File: src/rtl/tri_bus_arbiter_if.sv
// tri_bus_arbiter_if
// Bundles the request side and the bus-driver side of the shared tri-state
// bus controller.
//   req      : per-requester level-sensitive bus request (N bits)
//   wdata    : flattened requester data, slice i is wdata[i*DW +: DW]
//   bus_en   : one-hot-or-zero enables for the tri-state buffers
//   bus_data : data for the buffers' a inputs
//   gnt      : grant back to the requesters (same as bus_en)
//   busy     : controller is owning the bus or in a turnaround cycle
// Modports:
//   master : requester side, drives req/wdata and observes the outputs
//   slave  : arbiter side, consumes req/wdata and drives the outputs
interface tri_bus_arbiter_if #(
  parameter int N  = 4,
  parameter int DW = 8
);
  logic [N-1:0]    req;
  logic [N*DW-1:0] wdata;
  logic [N-1:0]    bus_en;
  logic [DW-1:0]   bus_data;
  logic [N-1:0]    gnt;
  logic            busy;

  modport master (
    output req, wdata,
    input  bus_en, bus_data, gnt, busy
  );

  modport slave (
    input  req, wdata,
    output bus_en, bus_data, gnt, busy
  );
endinterface

File: src/rtl/tri_bus_arbiter.sv
// tri_bus_arbiter
// Round-robin arbiter and driver controller for a shared bus built from
// tri-state buffers. One requester at a time owns the bus; its data and the
// matching buffer enable are registered out. Ownership changes always pass
// through one all-zero turnaround cycle so two drivers never overlap, and an
// owner is forced off after MAX_HOLD cycles when someone else is waiting.
// Ports:
//   i_clk   : clock, all state changes on the rising edge
//   i_rst_n : synchronous active-low reset, priority over requests
//   bus     : tri_bus_arbiter_if.slave (req/wdata in; bus_en/bus_data/gnt/busy out)
module tri_bus_arbiter #(
  parameter int N        = 4,
  parameter int DW       = 8,
  parameter int MAX_HOLD = 8
) (
  input  logic                i_clk,
  input  logic                i_rst_n,
  tri_bus_arbiter_if.slave    bus
);

  localparam int OW = (N > 1) ? $clog2(N) : 1;
  localparam int HW = $clog2(MAX_HOLD + 1);
  localparam logic [HW-1:0] HOLD_MAX = HW'(MAX_HOLD);
  localparam logic [OW-1:0] LAST_RST = OW'(N - 1);

  typedef enum logic [1:0] {IDLE, OWN, TURN} state_t;

  state_t          r_state, w_state_nxt;
  logic [OW-1:0]   r_owner, w_owner_nxt;
  logic [OW-1:0]   r_last, w_last_nxt;
  logic [HW-1:0]   r_hold_cnt, w_hold_nxt;
  logic [N-1:0]    r_bus_en, w_en_nxt;
  logic [DW-1:0]   r_bus_data, w_data_nxt;

  logic [OW-1:0]   w_pick;
  logic            w_pick_vld;
  logic [OW-1:0]   w_idx;
  logic [N-1:0]    w_owner_oh;
  logic            w_others;

  // Round-robin pick: scan from the farthest position back to last+1 so the
  // nearest set bit after the previous owner is the one that sticks.
  always_comb begin
    w_pick     = '0;
    w_pick_vld = 1'b0;
    w_idx      = '0;
    for (int i = N; i >= 1; i--) begin
      w_idx = OW'((int'(r_last) + i) % N);
      if (bus.req[w_idx]) begin
        w_pick     = w_idx;
        w_pick_vld = 1'b1;
      end
    end
  end

  assign w_owner_oh = N'(1) << r_owner;
  assign w_others   = |(bus.req & ~w_owner_oh);

  always_comb begin
    w_state_nxt = r_state;
    w_owner_nxt = r_owner;
    w_last_nxt  = r_last;
    w_hold_nxt  = r_hold_cnt;
    w_en_nxt    = '0;
    w_data_nxt  = '0;

    case (r_state)
      // IDLE and TURN both grant the next pick; TURN additionally guarantees
      // the bus was floated for a cycle since the previous owner.
      IDLE, TURN: begin
        if (w_pick_vld) begin
          w_state_nxt = OWN;
          w_owner_nxt = w_pick;
          w_last_nxt  = w_pick;
          w_hold_nxt  = HW'(1);
        end else begin
          w_state_nxt = IDLE;
        end
      end
      OWN: begin
        if (!bus.req[r_owner]) begin
          w_state_nxt = TURN;
        end else if (r_hold_cnt == HOLD_MAX && w_others) begin
          w_state_nxt = TURN;
        end else if (r_hold_cnt == HOLD_MAX) begin
          // Nobody else waiting: keep the bus without a turnaround.
          w_hold_nxt = HW'(1);
        end else begin
          w_hold_nxt = r_hold_cnt + HW'(1);
        end
      end
      default: w_state_nxt = IDLE;
    endcase

    // Outputs are registered from the next state so enable and data line up
    // with the state they belong to.
    if (w_state_nxt == OWN) begin
      w_en_nxt   = N'(1) << w_owner_nxt;
      w_data_nxt = bus.wdata[w_owner_nxt*DW +: DW];
    end
  end

  always_ff @(posedge i_clk) begin
    if (!i_rst_n) begin
      r_state    <= IDLE;
      r_owner    <= '0;
      r_last     <= LAST_RST;
      r_hold_cnt <= '0;
      r_bus_en   <= '0;
      r_bus_data <= '0;
    end else begin
      r_state    <= w_state_nxt;
      r_owner    <= w_owner_nxt;
      r_last     <= w_last_nxt;
      r_hold_cnt <= w_hold_nxt;
      r_bus_en   <= w_en_nxt;
      r_bus_data <= w_data_nxt;
    end
  end

  assign bus.bus_en   = r_bus_en;
  assign bus.gnt      = r_bus_en;
  assign bus.bus_data = r_bus_data;
  assign bus.busy     = (r_state != IDLE);

endmodule
File: src/flat_wrapper.sv
// flat-port wrapper written by rule: the top's interface ports become plain ports
module tri_bus_arbiter_flat 
#(
  parameter int N        = 4,
  parameter int DW       = 8,
  parameter int MAX_HOLD = 8
)
  (i_clk, i_rst_n, bus_req, bus_wdata, bus_bus_en, bus_bus_data, bus_gnt, bus_busy);
  tri_bus_arbiter_if #(.N(N), .DW(DW)) bus_i ();
  input  logic i_clk;
  input  logic i_rst_n;
  input wire logic [$bits(bus_i.req)-1:0] bus_req;
  input wire logic [$bits(bus_i.wdata)-1:0] bus_wdata;
  output wire logic [$bits(bus_i.bus_en)-1:0] bus_bus_en;
  output wire logic [$bits(bus_i.bus_data)-1:0] bus_bus_data;
  output wire logic [$bits(bus_i.gnt)-1:0] bus_gnt;
  output wire logic [$bits(bus_i.busy)-1:0] bus_busy;
  assign bus_i.req = bus_req;
  assign bus_i.wdata = bus_wdata;
  assign bus_bus_en = bus_i.bus_en;
  assign bus_bus_data = bus_i.bus_data;
  assign bus_gnt = bus_i.gnt;
  assign bus_busy = bus_i.busy;
  tri_bus_arbiter #(.N(N), .DW(DW), .MAX_HOLD(MAX_HOLD)) u_core (.i_clk(i_clk), .i_rst_n(i_rst_n), .bus(bus_i));
endmodule
File: config.mk
export PLATFORM = sky130hd
export DESIGN_NAME = tri_bus_arbiter_flat
export DESIGN_NICKNAME = d
export VERILOG_FILES = /design/src/rtl/tri_bus_arbiter_if.sv /design/src/rtl/tri_bus_arbiter.sv /design/src/flat_wrapper.sv
export SDC_FILE = /design/constraint.sdc
export NUM_CORES = 1
export LEC_CHECK = 0
export ABC_AREA = 1
export CORE_UTILIZATION = 40
export DETAILED_ROUTE_END_ITERATION = 8
export PLACE_DENSITY_LB_ADDON = 0.25
export SLEW_MARGIN = 10
export SYNTH_ARGS = -nofsm -noshare
export SYNTH_HDL_FRONTEND = slang
export SYNTH_SLANG_ARGS = --single-unit
export TNS_END_PERCENT = 5
File: constraint.sdc
create_clock -name i_clk -period 2.15 [get_ports i_clk]
set_input_delay 0.215 -clock i_clk [delete_from_list [all_inputs] [get_ports i_clk]]
set_output_delay 0.215 -clock i_clk [all_outputs]
set_load 0.02 [all_outputs]
## Yosys cells after proc, flatten, opt, wreduce, memory -nomap -nowiden

Cells that the tools add are included.

- Register bits after elaboration: 22
- Output and inout port bits: 17
- Bits of input ports: 38

- Reduce and logical (&&, ||, !) cells: 9
- Mux-type cells: 29
- Shift operators: 3
- Equal/unequal tests: 7
- Order comparisons: 5
- Bitwise gates (word level): 2
- $add $sub $neg: 5

Operator list:

| kind | number |
|---|---|
| indexed part select 32 x 6 -> 8 bit | 1 |
| two-way mux 2 bit | 8 |
| two-way mux 4 bit | 4 |
| less-than comparator 2 x 3 -> 1 bit (second input constant) | 5 |
| binary-select mux 1 bit (select 2 bit) | 5 |
| two-way mux 1 bit | 10 |
| case mux 4 bit (2 select lines) | 1 |
| << shifter 1 x 2 -> 4 bit (first input constant) | 2 |
| adder 2 x 1 -> 2 bit (second input constant) | 2 |
| adder 2 bit (second input constant) | 2 |
| adder 4 x 1 -> 4 bit (second input constant) | 1 |
| AND 4 bit | 1 |
| equality test 2 x 1 -> 1 bit (second input constant) | 2 |
| equality test 4 bit (second input constant) | 1 |
| != test 2 x 1 -> 1 bit (second input constant) | 2 |
| NOT 4 bit | 1 |
| case mux 2 bit (2 select lines) | 1 |
| AND reduction 2 bit | 2 |
| AND reduction 4 bit | 1 |
| nonzero test 2 bit | 2 |
| OR reduction 4 bit | 1 |
| equality test 2 bit (second input constant) | 1 |
| logical NOT 2 bit | 1 |
| != test 2 bit (second input constant) | 1 |
| other kinds (2) | 2 |

## Longest topological paths before layout

Gate-level depths: netlist of run 1.

- Depth after elaboration: 11
- Gate-level depth with buffers: 16

## Worst setup path after synthesis of run 1

No wires, ideal clock.

- Path kind: register to register
- Start point: register u_core.r_last[0]
- End point: register u_core.r_bus_data[1] (netlist: u_core.bus.bus_data[1])
- Required time: 2038 ps
- Clock period less this slack: 1641 ps
- Cell stages (with the launch flop): 17
- Slack: 509 ps
- Setup time: 112 ps
- Data arrival time: 1529 ps
- Path through: dfxtp_1 inv_2 nand2_2 nand2_2 nand2_1 nand2_2 nand2_1 nand2_1 nand2_1 nand2_2 nand2_4 nand2_8 buf_12 nand2_2 nand2_1 nand2_1 nand2_1

- Word-level cells in the longest chain between the ends: 11
- Elaborated cells between the ends (all ways): 27
- Classes of those cells: add/sub: 4; eq/ne: 1; shift: 1; mux: 20; reduce/logical: 1

RTL lines:

| item | line | RTL |
|---|---|---|
| from (decl) | tri_bus_arbiter.sv:30 | `logic [OW-1:0] r_last, w_last_nxt;` |
| from (signal assigned) | tri_bus_arbiter.sv:114 | `r_last <= w_last_nxt;` |
| branches (longest 11 deep; another with adder 2 x 1 -> 2 bit) | -- |  |
| to (signal assigned) | tri_bus_arbiter.sv:117 | `r_bus_data <= w_data_nxt;` |
| to (decl) | tri_bus_arbiter.sv:33 | `logic [DW-1:0] r_bus_data, w_data_nxt;` |

Parallel ways; which one is timed is not known. The select of a mux whose other input is x is not followed.
A chain may end at the register's enable or synchronous reset.

## Final worst setup path of run 1

- Start point: register u_core.r_last[0]
- End point: register u_core.r_bus_data[5] (netlist: u_core.bus.bus_data[5])

The elaborated chain is that of the path after synthesis.

==> results of run 1 <==
path summary, 6_finish.rpt:
check	from	to
worst min register to register	u_core.r_hold_cnt[3]$_SDFFE_PN0P_	u_core.r_hold_cnt[3]$_SDFFE_PN0P_
worst max register to register	u_core.r_last[0]$_SDFFE_PN1P_	u_core.bus.bus_data[5]$_SDFF_PN0_
worst min-delay path	bus_wdata[12]	u_core.bus.bus_data[4]$_SDFF_PN0_
worst max-delay path	u_core.r_last[0]$_SDFFE_PN1P_	u_core.bus.bus_data[5]$_SDFF_PN0_
power groups by stage:
stage / Clock [mW] / Combinational (mW) / Sequential, mW
final: 0.227 / 1.87 / 0.645
after global routing: 0.253 / 2.12 / 0.665
after CTS: 0.233 / 1.88 / 0.641
after detailed placement: 0 / 1.88 / 0.651
after global placement: 0 / 1.86 / 0.649
after floorplan: 0 / 1.47 / 0.712
state kept, by name (all words and copies together) (netlist names):
register and cells:
u_core.bus.bus_data 8, u_core.bus.bus_en 4, u_core.r_hold_cnt 4, u_core.r_last 2, u_core.r_owner 2, u_core.r_state 2
routing by layer:
metal / routed length [um] / GRT usage
met3: 71 / 0.04348
met1: 1494 / 0.2236
met5: 0 / 0
met2: 1593 / 0.3070
met4: 0 / 0.02857
timing repair:
item,4_1_cts,5_1_grt
setup endpoints to repair,0,2
endpoints found under the hold margin,0,0
hold buffers,0,0
gates resized for setup,0,1
worst min-delay path: stages:
cell and delay (ns):
clkdlybuf4s50_1 0.39, nand2_1 0.06, nand2_1 0.04, nand2_1 0.05, nand2_1 0.04
layout make-up:
type                    count  area (sq um)  area share
repair buffers             54         540.5      0.2693
inverters                  22         82.58     0.04115
clock buffers               4         36.28     0.01808
well taps                  46         57.56     0.02868
multi-input cells         173         848.3      0.4227
flip-flops and latches     22         441.7      0.2201
cells in the mapped netlist:
cell type,n
nand2_1,92
nand3_1,23
dfxtp_1,22
inv_1,16
nor2_1,16
nand2_2,15
a21oi_1,6
inv_2,6
buf_4,4
nand2_4,3
o21ai_0,3
ha_1,2
nor2_4,2
o211ai_1,2
a21oi_2,1
buf_12,1
buf_2,1
buf_6,1
nand2_8,1
nand3_2,1
nor2_8,1
nor3_1,1
o2111ai_1,1
o21bai_1,1
o22ai_1,1
or2_2,1
through the flow:
stage	utilization	total power, mW	instance area, sq um
finish	0.5921	2.743	2007
global route	0.5921	3.036	2007
CTS	0.5917	2.754	2006
detailed placement	0.5810	2.527	1969
global placement	0.5810	2.505	1969
floorplan	-	2.184	1438
layout by cell type, fill, tap and decap left out:
cell type,count
clkdlybuf4s50_1,54
nor2_8,1
nand2_1,92
nand2_8,1
a21oi_1,6
clkbuf_4,3
a21oi_2,1
o2111ai_1,1
nor3_1,1
nand3_1,23
o21bai_1,1
o21ai_0,3
nor2_4,2
o22ai_1,1
inv_1,16
nand3_2,1
clkbuf_8,1
nand2_2,15
dfxtp_1,21
nor2_1,16
ha_1,2
inv_2,6
or2_2,1
dfxtp_2,1
nand2_4,3
o211ai_1,2
cells by family (layout without fill, tap and decap cells):
family                   Yosys count  in the layout
buffers and inverters             29             80
flip-flops                        22             22
adder cells (fa/ha/maj)            2              2
AO/OA/AOI/OAI                     15             15
AND/OR/NAND/NOR                  156            156
==> impl_metrics.env, run 1 <==
export IMPL_maxCapViolCount=0
export IMPL_switching_share=0.5117
export IMPL_dpl_hpwl_um=2490
export IMPL_synth_top_area_cell="dfxtp_1"
export IMPL_hold_viol_final=0
export IMPL_cts_buffers=3
export IMPL_ant_nets=0
export IMPL_clkTransAtPathRegs_ns=0.12
export IMPL_core_area_sq_um=3390
export IMPL_critical_path_required_ns=2.41
export IMPL_clk_latency_ns=0.30
export IMPL_pwr_share_comb=0.682
export IMPL_synth_yosys_seq_area_share=0.3064
export IMPL_yosysUniqueCellTypes=26
export IMPL_cts_tree="done"
export IMPL_cts_root_buf="clkbuf_4"
export IMPL_path_delay_family="simple AND/OR/NAND/NOR gates"
export IMPL_final_cells=321
export IMPL_synth_simple_area_share=0.5091
export IMPL_cp_end_kind="flop"
export IMPL_worst_path_buf_inv=1
export IMPL_htree_num_levels=1
export IMPL_grt_setup_unrepaired="no"
export IMPL_p_clk_frac=0.083
export IMPL_sequentialPowerShare=0.235
export IMPL_dieWidth_um=61.95
export IMPL_grt_pass1_wl_um=5119
export IMPL_syn_cell_area_sq_um=1438
export IMPL_grt_overflow_total=0
export IMPL_place_ws_ns=0.07699
export IMPL_fp_dieH_um=61.95
export IMPL_row_count=21
export IMPL_max_slew_margin=0.7956
export IMPL_slew_viol_final=0
export IMPL_drt_iter0_drc=26
export IMPL_synth_area_leaders="dfxtp_1 31%, nand2_1 24%, nand3_1 8.0%"
export IMPL_fin_setup_tns_ns=0
export IMPL_critPathMaxFanout=19
export IMPL_rrSetupSlack_ns=0.32
export IMPL_worstPathArrival_ns=2.09
export IMPL_gp_congestion=0.8342
export IMPL_ir_drop_mv=0.7685
export IMPL_cp_cell_sequence="inv_2 > nand2_1 > nand2_1 > nand2_1 > nand3_2 > nor2_4 > a21oi_2 > nand2_4 > nand2_8 > nand2_1 > nand2_1 > nand2_1 > nand2_1"
export IMPL_max_freq_mhz=546.3
export IMPL_avgViaCountPerCell=4.517
export IMPL_start_util=0.4241
export IMPL_synthDominantCellAreaShare=0.3064
export IMPL_diodes=0
export IMPL_syn_inst=224
export IMPL_drive_above_1_share=0.1309
export IMPL_grt_max_degree=20
export IMPL_nFillCells=326
export IMPL_p_switching_mw=1.403
export IMPL_drc_errors=0
export IMPL_finalWirelength_um=3159
export IMPL_cellPowerDensity_nw_per_um2=1367
export IMPL_synth_compound_area_frac=0.06353
export IMPL_critPathMaxStageDelay_ns=0.38
export IMPL_reg2reg_depth=13
export IMPL_crit_slowest_cell="dfxtp_2"
export IMPL_synth_top_family_by_area="simple AND/OR/NAND/NOR gates"
export IMPL_setup_ws_ns=0.3195
export IMPL_nNetsFinal=316
export IMPL_clockBufferDepth=2
export IMPL_holdCritPathClass="in2reg"
export IMPL_fin_crit_sh=0.8514
export IMPL_dr_pass1_iters=4
export IMPL_vias=1450
export IMPL_avgRoutedWirePerCell_um=9.841
export IMPL_synth_xor_area_share=0
export IMPL_synthAdderAreaFrac=0.01741
export IMPL_dieArea_sq_um=3838
export IMPL_ios=55
export IMPL_antenna_found_initial=0
export IMPL_avgSynthCellArea_sq_um=6.418
export IMPL_grt_pass1_vias=1253
export IMPL_crit_cells=13
export IMPL_post_cts_setup_buffers=0
export IMPL_dpl_cell_count=317
export IMPL_status="completed"
export IMPL_min_path_cells=5
export IMPL_area_growth_pct=39.60
export IMPL_path_class="reg2reg"
export IMPL_tightest_slew_ns=0.3054
export IMPL_startpoint_type="flop"
export IMPL_internal_power_mw=1.339
export IMPL_yosysWarnings=0
export IMPL_cts_sinks=22
export IMPL_period_minus_slack_ns=1.831
export IMPL_gr_usage_all_layers=0.1766
export IMPL_synth_seq_cells=22
export IMPL_worst_hold_slack_ns=0.5291
export IMPL_syn_nets=264
export IMPL_skew_ns=0.003723
export IMPL_setup_violations=0
export IMPL_p_leak_nw=0.9866
export IMPL_port_buffers=54
export IMPL_crit_top_cell="nand2_1"
export IMPL_synthMuxAreaShare=0
Power figures use the tool's default switching activity.
==> run 2: changes to the inputs <==
SLEW_MARGIN = unset   (was 10)
==> results of run 2 <==
Final layout, timing and power as in run 1 (identical DEF).
==> run 3: changes to the inputs <==
HOLD_SLACK_MARGIN = 0.1   (was unset)
==> results of run 3 <==
Final layout, timing and power as in run 1 (identical DEF).
